$ cat src/rtl/morse_collect_symbols.sv
// Collects timed key marks into Morse elements and emits one code per character,
// plus error on overlong characters and a pulse on each inter-word gap.
`ifndef MAX_MORSE_LEN
`define MAX_MORSE_LEN 5
`endif
`ifndef MORSE_LEN_W
`define MORSE_LEN_W 3
`endif

module morse_collect_symbols #(
  parameter int TICKS_PER_UNIT = 5_000_000,
  parameter int DAH_UNITS      = 2,
  parameter int CHAR_GAP_UNITS = 2,
  parameter int WORD_GAP_UNITS = 5
) (
  input  logic                      clk,
  input  logic                      reset,
  input  logic                      key,
  output logic [`MORSE_LEN_W-1:0]   len,
  output logic [`MAX_MORSE_LEN-1:0] dits_dahs,
  output logic                      valid,
  output logic                      error,
  output logic                      space_valid
);
  localparam int ML      = `MAX_MORSE_LEN;
  localparam int CNT_W   = `MORSE_LEN_W;
  localparam int PRE_W   = $clog2(TICKS_PER_UNIT);
  localparam int UNITS_W = $clog2(WORD_GAP_UNITS + 1);

  typedef enum logic [1:0] {IDLE, MARK, SPACE} state_t;

  state_t             state, state_nxt;
  logic [ML-1:0]      sh;
  logic [CNT_W-1:0]   cnt;
  logic               ovf, emt;
  logic [PRE_W-1:0]   pre;
  logic [UNITS_W-1:0] units;
  logic               classify, emit, word_end, pre_wrap, dah;

  assign pre_wrap = (pre == PRE_W'(TICKS_PER_UNIT - 1));
  assign dah      = (units >= UNITS_W'(DAH_UNITS));

  always_comb begin
    state_nxt = state;
    classify  = 1'b0;
    emit      = 1'b0;
    word_end  = 1'b0;
    case (state)
      IDLE:  if (key) state_nxt = MARK;
      MARK:  if (!key) begin
               state_nxt = SPACE;
               classify  = 1'b1;
             end
      SPACE: begin
        // char-gap emission is independent of a simultaneous key press
        emit = (units == UNITS_W'(CHAR_GAP_UNITS)) && !emt;
        if (key) state_nxt = MARK;
        else if ((units == UNITS_W'(WORD_GAP_UNITS)) && emt) begin
          word_end  = 1'b1;
          state_nxt = IDLE;
        end
      end
      default: state_nxt = IDLE;
    endcase
  end

  always_ff @(posedge clk) begin
    if (reset) begin
      state       <= IDLE;
      sh          <= '0;
      cnt         <= '0;
      ovf         <= 1'b0;
      emt         <= 1'b0;
      pre         <= '0;
      units       <= '0;
      len         <= '0;
      dits_dahs   <= '0;
      valid       <= 1'b0;
      error       <= 1'b0;
      space_valid <= 1'b0;
    end else begin
      state       <= state_nxt;
      valid       <= 1'b0;
      error       <= 1'b0;
      space_valid <= 1'b0;

      if (state_nxt != state) begin
        pre   <= '0;
        units <= '0;
      end else if (pre_wrap) begin
        pre <= '0;
        if (units != UNITS_W'(WORD_GAP_UNITS)) units <= units + 1'b1;
      end else begin
        pre <= pre + 1'b1;
      end

      if (classify) begin
        if (cnt < CNT_W'(ML)) begin
          sh  <= {sh[ML-2:0], dah};
          cnt <= cnt + 1'b1;
        end else begin
          ovf <= 1'b1;
        end
      end

      if (emit) begin
        if (ovf) error <= 1'b1;
        else begin
          valid     <= 1'b1;
          len       <= cnt;
          dits_dahs <= sh;
        end
        sh  <= '0;
        cnt <= '0;
        ovf <= 1'b0;
        emt <= 1'b1;
      end

      if (word_end) begin
        space_valid <= 1'b1;
        emt         <= 1'b0;
      end

      // a new mark re-arms emission and cancels the pending word gap
      if (state == SPACE && key) emt <= 1'b0;
    end
  end

endmodule

$ cat config.mk
export PLATFORM = sky130hd
export DESIGN_NAME = morse_collect_symbols
export DESIGN_NICKNAME = d
export VERILOG_FILES = /design/src/rtl/morse_collect_symbols.sv
export SDC_FILE = /design/constraint.sdc
export NUM_CORES = 1
export LEC_CHECK = 0
export ABC_CLOCK_PERIOD_IN_PS = 1800
export CELL_PAD_IN_SITES_DETAIL_PLACEMENT = 2
export CELL_PAD_IN_SITES_GLOBAL_PLACEMENT = 2
export CORE_MARGIN = 1
export CORE_UTILIZATION = 25
export DETAILED_ROUTE_END_ITERATION = 12
export GPL_TIMING_DRIVEN = 0
export PLACE_DENSITY = 0.66
export SETUP_SLACK_MARGIN = 0.15
export SLEW_MARGIN = 20
export SYNTH_ARGS = -nofsm -noshare
export SYNTH_HDL_FRONTEND = slang
export SYNTH_SLANG_ARGS = --single-unit
$ cat constraint.sdc
create_clock -name clk -period 1.8 [get_ports clk]
set_input_delay 0.18 -clock clk [delete_from_list [all_inputs] [get_ports clk]]
set_output_delay 0.18 -clock clk [all_outputs]
set_load 0.02 [all_outputs]
==> summary.md, run 1 <==
| Metric | Value |
|---|---|
| Number of synthesis warnings | 0 |
| Max Buffers Root-to-Sink | 2 |
| Crit end category | register |
| Worst hold path type | in -> reg |
| Largest family of logic cells by synthesized area | simple AND/OR/NAND/NOR gates |
| Final setup vio count | 0 |
| Clock Sinks | 49 |
| Cell Chain, Critical Path | nand3_4, or4_4, buf_8, or4_4, a21oi_2 |
| Worst vdd ir | 0.000290 V |
| Horiz. Die Dim | between 90 and 100 µm |
| Mapped cell area | between 2000 and 2500 µm² |
| GRT Total Usage | about an eighth |
| Fraction of layout cells with a size suffix above 1 | approximately a third |
| Clock transition at path regs | 0.10 ns |
| Comb power frac | under 10% |
| Yosys reg bits | 49 |
| Reg area | 1030 µm² |
| Core Region | 8260 µm² |
| Antenna Nets Post-Route | 0 |
| Arrival time at the worst endpoint | slightly above 2 ns |
| WP buf/inv | 1 |
| First-pass GRT wire length | 9.25 mm |
| IO Count | 14 |
| Fin. Hold Viols | 0 |
| Worst Max-Slew Pin Slew | 0.501 ns |
| Post-synthesis instance total | ~240 |
| Layout Nets | 288 |
| Area delta synth->final | 40.6% |
| Vias | 1879 |
| Commonest cells after routing, fill and taps aside | dfxtp_1 (31), nor2_1 (22), buf_4 (16), nand2_1 (15), nand3_1 (13) |
| Flop pwr share | 57.8% |
| Layout Utilization | 36.6% |
| XOR/XNOR Fraction of Synth Area | 5.70% |
| First-pass iteration count of the detailed router | 2 |
| Net switching power | 480 µW |
| H-tree Lvls | 2 |
| Post-synthesis cell type count | 43 |
| Most common cell after layout, fill and taps aside | dfxtp_1 |
| Multi-input combinational cell area | approximately 1300 µm² |
| Congestion Overflow GR | 0 |
| Sw frac | 25.5% |
| Max incr delay on CP | 0.49 ns |
| Initial core utilization | 26.0% |
| Worst-path maximum fanout | 8 |
| Placed instance count | 356 |
| Pwr Density | about 620 nW/µm² |
| Pins Over Slew Limit | 0 |
| Syn Area/Cell | 8.99 µm² |
| Max Clock Freq | 560 MHz |
| Root Buffer | clkbuf_8 |
| Post-synthesis mux area share | 3.73% |
| Status | complete, no violations |
| Sequential-to-total area share from yosys stat | 45.6% |
| Post-synthesis simple-gate area fraction | 27.9% |
| Final min period | between 1.5 and 2 ns |
| Routed WL per cell | 14.7 µm |
| Worst setup SP type | register |
| Int Power | about 1400 µW |
| Worst-skew pair later-pin latency | 0.31 ns |
| Port-buffer cells | 12 |
| Starting DRT DRC Count | 33 |
| Via count of the first global-routing pass | 1929 |
| Mapped Nets | between 200 and 250 |
| Adder-cell share of the synthesized area | 2.91% |
| Vias per cell | 4.87 |
| Diodes inserted | 0 |
| Max-Cap Viols | 0 |
| Die Ht | approximately 95 µm |
| Largest net degree at the start of global routing | 18 |
| Initial antenna violation count | 0 |
| Critical path's most frequent cell | or4_4 |
| WL final | approximately 5.7 mm |
| Unrepaired setup endpoints after global routing | yes |
| # fillers | between 900 and 1000 |
| Fin cells | between 300 and 400 |
| CTS Buf Count | 5 |
| CP max stage cell | or4_4 |
| Final worst path period share | between 90% and 100% |
| Critical path's top delay family | simple AND/OR/NAND/NOR gates |
| Die area | 8970 µm² |
| Row count | 33 |
| Leak pwr | a little under 0.001 µW |
| Fin Hold WS | 0.287 ns |
| Drt drc | 0 |
| Final Skew | 0.0107 ns |
| WP data required | 2.05 ns |
| HPWL after detailed placement | 3.65 mm |
| Critical path type | reg -> reg |
| TritonCTS clock tree | done |
| Synth Area in Compound Gates | 10.4% |
| Clock power share | 37.0% |
| Gpl congestion | roughly 0.7 |
| Slew HR | 66.6% |
[Yosys cell counts (all sizes together)]
master / count / area share, %
or2: 1 / 0.29
nand2b: 1 / 0.29
a31o: 1 / 0.41
a211oi: 1 / 0.35
clkbuf: 6 / 1.1
o21ai: 5 / 1.2
nor2b: 3 / 0.87
a21o: 1 / 0.35
nand4bb: 1 / 0.52
o21bai: 1 / 0.35
and4: 1 / 0.41
nand2: 15 / 2.6
or4bb: 1 / 0.52
buf: 3 / 0.70
or3: 4 / 1.2
dfxtp: 49 / 46
nor4b: 3 / 1.2
a21oi: 20 / 4.7
nor2: 28 / 4.9
ha: 5 / 2.9
and3: 2 / 0.58
a31oi: 2 / 0.58
nor3b: 1 / 0.58
nor4bb: 1 / 0.47
or4: 7 / 2.4
nand3: 14 / 3.5
xor2: 5 / 2.0
xnor2: 9 / 3.7
nor4: 7 / 2.3
o31ai: 5 / 1.7
nand4: 6 / 2.7
and2: 2 / 0.58
nor3: 7 / 1.9
mux2i: 8 / 3.7
inv: 11 / 1.9
a311oi: 2 / 0.82
[state kept, by name (all words and copies together) (netlist names)]
signal	flops
dits_dahs	5
error	1
cnt	3
state	2
space_valid	1
sh	5
ovf	1
pre	23
valid	1
emt	1
units	3
len	3
[final timing paths]
kind / startpoint / endpoint / slack [ns] / cells after the start
max: pre[6] / pre[21] / 0.01 / 5
min: reset / valid / 0.29 / 2
max reg2reg: pre[6] / pre[21] / 0.01 / 5
min reg2reg: sh[4] / sh[4] / 0.47 / 2
[timing repair]
item,CTS,global route
buffers inserted,14,7
cloned,1,0
pin swaps,11,11
hold buffers,0,0
gates resized for setup,30,49
endpoints found under the setup margin,43,38
[per-stage QoR]
| stage | setup WS (ns) | cell area, µm² | power (µW) | setup TNS (ns) |
|---|---|---|---|---|
| 2_1_floorplan | 0.0755 | 2220 | 1160 | 0 |
| 3_3_place_gp | -0.310 | 2470 | 1180 | -4.01 |
| 6_report | 0.0138 | 3020 | 1890 | 0 |
| 5_1_grt | -0.0502 | 3020 | 1970 | -0.153 |
| 3_5_place_dp | -0.280 | 2470 | 1190 | -4.32 |
| 4_1_cts | 0.00617 | 2790 | 1910 | 0 |
[metal layers]
metal | GRT usage (%) | vias up | share of wire, %
met4 | 3.79 | 0 | 0.58
met5 | 0 | - | 0
met3 | 3.14 | 4 | 2.1
li1 | - | 929 | -
met2 | 23.3 | 15 | 51
met1 | 16.2 | 931 | 46
[area by class of cell]
class	instances	area share [%]
repair buffers	34	10.5
plain buffers	9	2.44
well taps	105	4.35
clock buffers	5	2.28
flip-flops and latches	49	33.9
inverters	11	1.37
clock inverters	3	0.869
multi-input cells	170	44.3
[power groups by stage]
stage / clock network, µW / logic [µW] / registers (µW)
6_report: 697 / 98.9 / 1090
5_1_grt: 774 / 109 / 1090
4_1_cts: 736 / 83.9 / 1090
3_5_place_dp: 0 / 63.1 / 1120
3_3_place_gp: 0 / 61.4 / 1120
2_1_floorplan: 0 / 42.1 / 1120
[cell families after synthesis]
logic type               after synthesis
AND/OR/NAND/NOR                      105
flip-flops                            49
AO/OA/AOI/OAI                         38
buffers and inverters                 20
XOR/XNOR                              14
multiplexers                           8
adder cells (fa/ha/maj)                5
No activity file was read; power rests on OpenSTA's default activity.
==> inputs of run 2 (changes only) <==
--- a/config.mk
+++ b/config.mk
@@ -9,10 +9,10 @@
 export CELL_PAD_IN_SITES_DETAIL_PLACEMENT = 2
 export CELL_PAD_IN_SITES_GLOBAL_PLACEMENT = 2
 export CORE_MARGIN = 1
-export CORE_UTILIZATION = 25
+export CORE_UTILIZATION = 33
 export DETAILED_ROUTE_END_ITERATION = 12
 export GPL_TIMING_DRIVEN = 0
-export PLACE_DENSITY = 0.66
+export PLACE_DENSITY = 0.82
 export SETUP_SLACK_MARGIN = 0.15
 export SLEW_MARGIN = 20
 export SYNTH_ARGS = -nofsm -noshare
==> summary.md, run 2 (synthesis results as in run 1) <==
| Metric | Value |
|---|---|
| Routed WL per cell | 19.2 µm (+30%) |
| Max-Cap Viols | 0 (unchanged) |
| WL final | 7.03 mm (+24%) |
| Top reg by flops | pre |
| Worst setup SP type | register |
| Vias per cell | 5.34 (+9.6%) |
| DR WL met3 | 107 µm (-12%) |
| H-tree Lvls | 2 (unchanged) |
| Worst-skew pair later-pin latency | 0.31 ns (about the same) |
| Fin cells | 367 (-4.9%) |
| Top Registers | pre: 23 flops, dits_dahs: 5 flops, sh: 5 flops |
| WP data required | 2.00 ns (-0.05 ns) |
| Final worst slack | -0.0802 ns (-0.0940 ns) |
| Highest routed layer | met4 |
| Final worst path period share | 104% (+5.2 points) |
| Vias | 1958 (+4.2%) |
| Most common cell after layout, fill and taps aside | dfxtp_1 |
| Worst hold path type | in -> reg |
| Max Clock Freq | 532 MHz (-5.0%) |
| Total power | 1980 µW (+4.8%) |
| Critical path type | reg -> reg |
| CTS Buf Count | 5 (unchanged) |
| HPWL after detailed placement | 3.84 mm (+5.1%) |
| Arrival time at the worst endpoint | 2.08 ns (+0.04 ns) |
| Clock transition at path regs | 0.10 ns (about the same) |
| Pins Over Slew Limit | 0 (unchanged) |
| Via count of the first global-routing pass | 2060 (+6.8%) |
| Dpl cell area | 2430 µm² (-1.4%) |
| Clock Sinks | 49 (unchanged) |
| # fillers | 690 (-23%) |
| Final min period | 1.88 ns (+0.0940 ns) |
| Commonest cells after routing, fill and taps aside | dfxtp_1 (31), buf_4 (23), nor2_1 (17), nand2_1 (14), nand3_1 (13) |
| Final setup vio count | 25 (+25) |
| Starting DRT DRC Count | 54 (+64%) |
| Die area | 6840 µm² (-24%) |
| GRT Total Usage | 21.4% (+8.0 points) |
| First-pass GRT wire length | 10.7 mm (+16%) |
| Antenna Nets Post-Route | 0 (unchanged) |
| Core Region | 6310 µm² (-24%) |
| Congestion Overflow GR | 0 (unchanged) |
| Root Buffer | clkbuf_8 |
| Diodes inserted | 0 (unchanged) |
| Fin. Hold Viols | 0 (unchanged) |
| Worst-path maximum fanout | 5 (-3) |
| Status | finished with violations |
| Largest register FFs | 23 (unchanged) |
| Largest net degree at the start of global routing | 17 (-1) |
| Max Buffers Root-to-Sink | 2 (unchanged) |
| Placed instance count | 328 (-7.9%) |
| Pwr Density | 646 nW/µm² (+3.6%) |
| Final Skew | 0.0124 ns (+0.00171 ns) |
| Cts hold-fix bufs | 0 (unchanged) |
| Drt drc | 0 (unchanged) |
| Leak pwr | 0.00102 µW (+4.9%) |
| Final TNS setup | -1.56 ns (-1.56 ns) |
| Row count | 29 (-12%) |
| TritonCTS clock tree | done |
| Layout Nets | 297 (+3.1%) |
| Horiz. Die Dim | 82.7 µm (-13%) |
| M1 WL | 2.93 mm (+12%) |
| Initial core utilization | 34.0% (+8.0 points) |
| Die Ht | 82.7 µm (-13%) |
| Port-buffer cells | 12 (unchanged) |
| Fraction of layout cells with a size suffix above 1 | 35.2% (+0.30 points) |
| Gpl congestion | 0.738 (+6.9%) |
| Fin Hold WS | 0.295 ns (+0.00841 ns) |
| Metal2 WL | 3.95 mm (+36%) |
| Post-route cell area | 3060 µm² (+1.2%) |
| Crit end category | register |
| Slew HR | 66.3% (-0.23 points) |
| Initial antenna violation count | 0 (unchanged) |
| Unrepaired setup endpoints after global routing | yes |
| First-pass iteration count of the detailed router | 4 (+2) |
| Worst vdd ir | 0.000468 V (+61%) |
| Worst Max-Slew Pin Slew | 0.500 ns (-0.00111 ns) |
| IO Count | 14 (unchanged) |
| Area delta synth->final | 42.3% |
| Failing checks | negative setup slack |
run 2: worst max-delay path, stage by stage (launching register included):
cell	delay [ns]
dfxtp_4	0.38
or4bb_4	0.53
nor4_4	0.31
a21o_1	0.23
buf_6	0.16
buf_8	0.12
nor2_1	0.04
run 2: routing by layer:
metal	GRT usage, %	vias to the layer above
met5	0	-
met3	3.30	4
met2	40.3	14
li1	-	949
met4	7.07	0
met1	24.2	991
run 2: through the flow:
step           worst slack, ns  utilization, %
2_1_floorplan           0.0755               -
3_3_place_gp            -0.260            38.6
3_5_place_dp            -0.317            38.6
4_1_cts                -0.0340            46.7
5_1_grt                 -0.142            48.4
6_report               -0.0802            48.4
run 2: cell type report:
cell class              instances  area, µm²  area share [%]
inverters                      11       41.3            1.35
repair buffers                 43        403            13.2
flip-flops and latches         49       1030            33.6
plain buffers                   9       75.1            2.45
multi-input cells             170       1300            42.6
clock buffers                   6       93.8            3.07
well taps                      77       96.3            3.15
clock inverters                 2       16.3           0.532
run 2: path summary, 6_finish.rpt:
kind         cells after the start    start  slack (ns)  endpoint
max reg2reg                      6  pre[13]       -0.08    pre[2]
max                              6  pre[13]       -0.08    pre[2]
min reg2reg                      2    sh[4]        0.50     sh[4]
min                              2    reset        0.30  state[0]
run 2: what timing repair did:
action,in CTS,in global routing
endpoints found under the setup margin,43,41
pin swaps,17,8
gates cloned,2,0
gates resized for setup,54,22
buffers inserted,24,5
run 2: power breakdown:
part,switching (µW),internal (µW),total [µW]
registers,11.4,1080,1090
logic,64.9,59.5,124
clock network,401,361,762
==> inputs of run 3 (changes only) <==
--- a/config.mk
+++ b/config.mk
@@ -13,6 +13,7 @@
 export DETAILED_ROUTE_END_ITERATION = 12
 export GPL_TIMING_DRIVEN = 0
 export PLACE_DENSITY = 0.82
+export RECOVER_POWER = 25
 export SETUP_SLACK_MARGIN = 0.15
 export SLEW_MARGIN = 20
 export SYNTH_ARGS = -nofsm -noshare
==> summary.md, run 3 (synthesis results as in run 1) <==
| Metric | Value |
|---|---|
| Status | finished with violations |
| Failing checks | negative setup slack |
| Area delta synth->final | 40.9% |
| HPWL after detailed placement | 3.84 mm (unchanged) |
| Gpl congestion | 0.738 (unchanged) |
| Critical path's top delay family | simple AND/OR/NAND/NOR gates |
| Leak pwr | 0.00102 µW (+0.56%) |
| Pwr Density | 652 nW/µm² (+0.90%) |
| IO Count | 14 (unchanged) |
| Clock Sinks | 49 (unchanged) |
| Fraction of layout cells with a size suffix above 1 | 34.1% (-1.0 points) |
| WL final | 7.02 mm (about the same) |
| Pins Over Slew Limit | 0 (unchanged) |
| Final Skew | 0.0122 ns (-0.000177 ns) |
| Congestion Overflow GR | 0 (unchanged) |
| Final worst slack | -0.0763 ns (+0.00392 ns) |
| Max incr delay on CP | 0.53 ns (about the same) |
| Final min period | 1.88 ns (-0.00392 ns) |
| Max Clock Freq | 533 MHz (+0.21%) |
| Starting DRT DRC Count | 41 (-24%) |
| TritonCTS clock tree | done |
| Initial core utilization | 34.0% (unchanged) |
| Worst setup SP type | register |
| Top reg by flops | pre |
| Slew HR | 68.1% (+1.7 points) |
| Worst-path maximum fanout | 5 (unchanged) |
| Arrival time at the worst endpoint | 2.08 ns (about the same) |
| Port-buffer cells | 12 (unchanged) |
| Diodes inserted | 0 (unchanged) |
| WP buf/inv | 2 (unchanged) |
| H-tree Lvls | 2 (unchanged) |
| Drt drc | 0 (unchanged) |
| Layout Nets | 297 (unchanged) |
| Worst hold path type | in -> reg |
| Total power | 1970 µW (about the same) |
| First-pass iteration count of the detailed router | 4 (unchanged) |
| Cts hold-fix bufs | 0 (unchanged) |
| Fin. Hold Viols | 0 (unchanged) |
| Max-Cap Viols | 0 (unchanged) |
| Cell Chain, Critical Path | or4bb_4, nor4_4, a21o_1, buf_6, buf_8, nor2_1 |
| Top Registers | pre: 23 flops, dits_dahs: 5 flops, sh: 5 flops |
| Clock transition at path regs | 0.10 ns (about the same) |
| GRT Total Usage | 21.4% (unchanged) |
| Commonest cells after routing, fill and taps aside | dfxtp_1 (31), buf_4 (23), nor2_1 (17), nand2_1 (14), nand3_1 (13) |
| WP data required | 2.00 ns (about the same) |
| Horiz. Die Dim | 82.7 µm (unchanged) |
| CP max stage cell | or4bb_4 |
| Final setup vio count | 25 (unchanged) |
| Die Ht | 82.7 µm (unchanged) |
| Critical path type | reg -> reg |
| Layout Utilization | 48.0% (-0.46 points) |
| Final worst path period share | 104% (-0.22 points) |
| First-pass GRT wire length | 10.7 mm (unchanged) |
| Worst vdd ir | 0.000467 V (about the same) |
| Die area | 6840 µm² (unchanged) |
| Root Buffer | clkbuf_8 |
| Largest net degree at the start of global routing | 17 (unchanged) |
| Largest register FFs | 23 (unchanged) |
| Via count of the first global-routing pass | 2060 (unchanged) |
| Routed WL per cell | 19.1 µm (about the same) |
| Antenna Nets Post-Route | 0 (unchanged) |
| Initial antenna violation count | 0 (unchanged) |
| Core Region | 6310 µm² (unchanged) |
| Vias | 1953 (-0.26%) |
| Most common cell after layout, fill and taps aside | dfxtp_1 |
| Unrepaired setup endpoints after global routing | yes |
| Row count | 29 (unchanged) |
| CTS Buf Count | 5 (unchanged) |
| Vias per cell | 5.32 (-0.26%) |
| Worst Max-Slew Pin Slew | 0.475 ns (-0.0256 ns) |
| Max Buffers Root-to-Sink | 2 (unchanged) |
| Worst-skew pair later-pin latency | 0.31 ns (about the same) |
| Crit end category | register |
run 3: cell count changes in the layout (fill, tap and decap cells not counted):
cell,before,now
ha_4,2,1
nand4bb_1,0,1
clkdlybuf4s50_1,12,9
inv_1,9,10
ha_1,3,4
inv_2,2,1
nand4bb_4,1,0
dlygate4sd3_1,0,3
run 3: worst paths after layout:
kind	startpoint	endpoint	slack, ns	cells past startpoint
min reg2reg	sh[4]	sh[4]	0.50	2
max	pre[13]	pre[2]	-0.08	6
max reg2reg	pre[13]	pre[2]	-0.08	6
min	reset	state[0]	0.28	2
run 3: power breakdown:
group | internal (µW) | switching [µW] | total [µW]
Combinational | 58.4 | 64.7 | 123
Clock | 361 | 402 | 763
Sequential | 1080 | 10.9 | 1090
run 3: layout make-up:
cell class | instances | area, µm²
Clock buffer | 6 | 93.8
Sequential cell | 49 | 1030
Fill cell | 694 | 3280
Tap cell | 77 | 96.3
Clock inverter | 2 | 16.3
Timing Repair Buffer | 43 | 403
Buffer | 9 | 75.1
Multi-Input combinational cell | 170 | 1270
Inverter | 11 | 41.3
run 3: timing repair:
action,in CTS,in global routing
cloned,2,0
setup buffers,24,5
setup endpoints to repair,43,41
resized for setup,54,22
pin swaps,17,8
run 3: layer usage:
layer | GRT usage (%) | up-vias | wire, µm
li1 | - | 948 | -
met1 | 24.2 | 985 | 2910
met2 | 40.3 | 16 | 3950
met3 | 3.30 | 4 | 122
met4 | 7.07 | 0 | 44
met5 | 0 | - | 0
run 3: stage by stage:
stage          hold WS [ns]  TNS, ns  cells  cell area [µm²]  setup WS, ns
3_5_place_dp          0.455    -4.57    328             2430        -0.317
4_1_cts               0.275  -0.0340    362             2950       -0.0340
6_report              0.278    -1.44    367             3030       -0.0763
5_1_grt               0.328    -3.62    367             3030        -0.142
2_1_floorplan         0.259        0    239             2220        0.0755
3_3_place_gp          0.441    -2.76    328             2430        -0.260
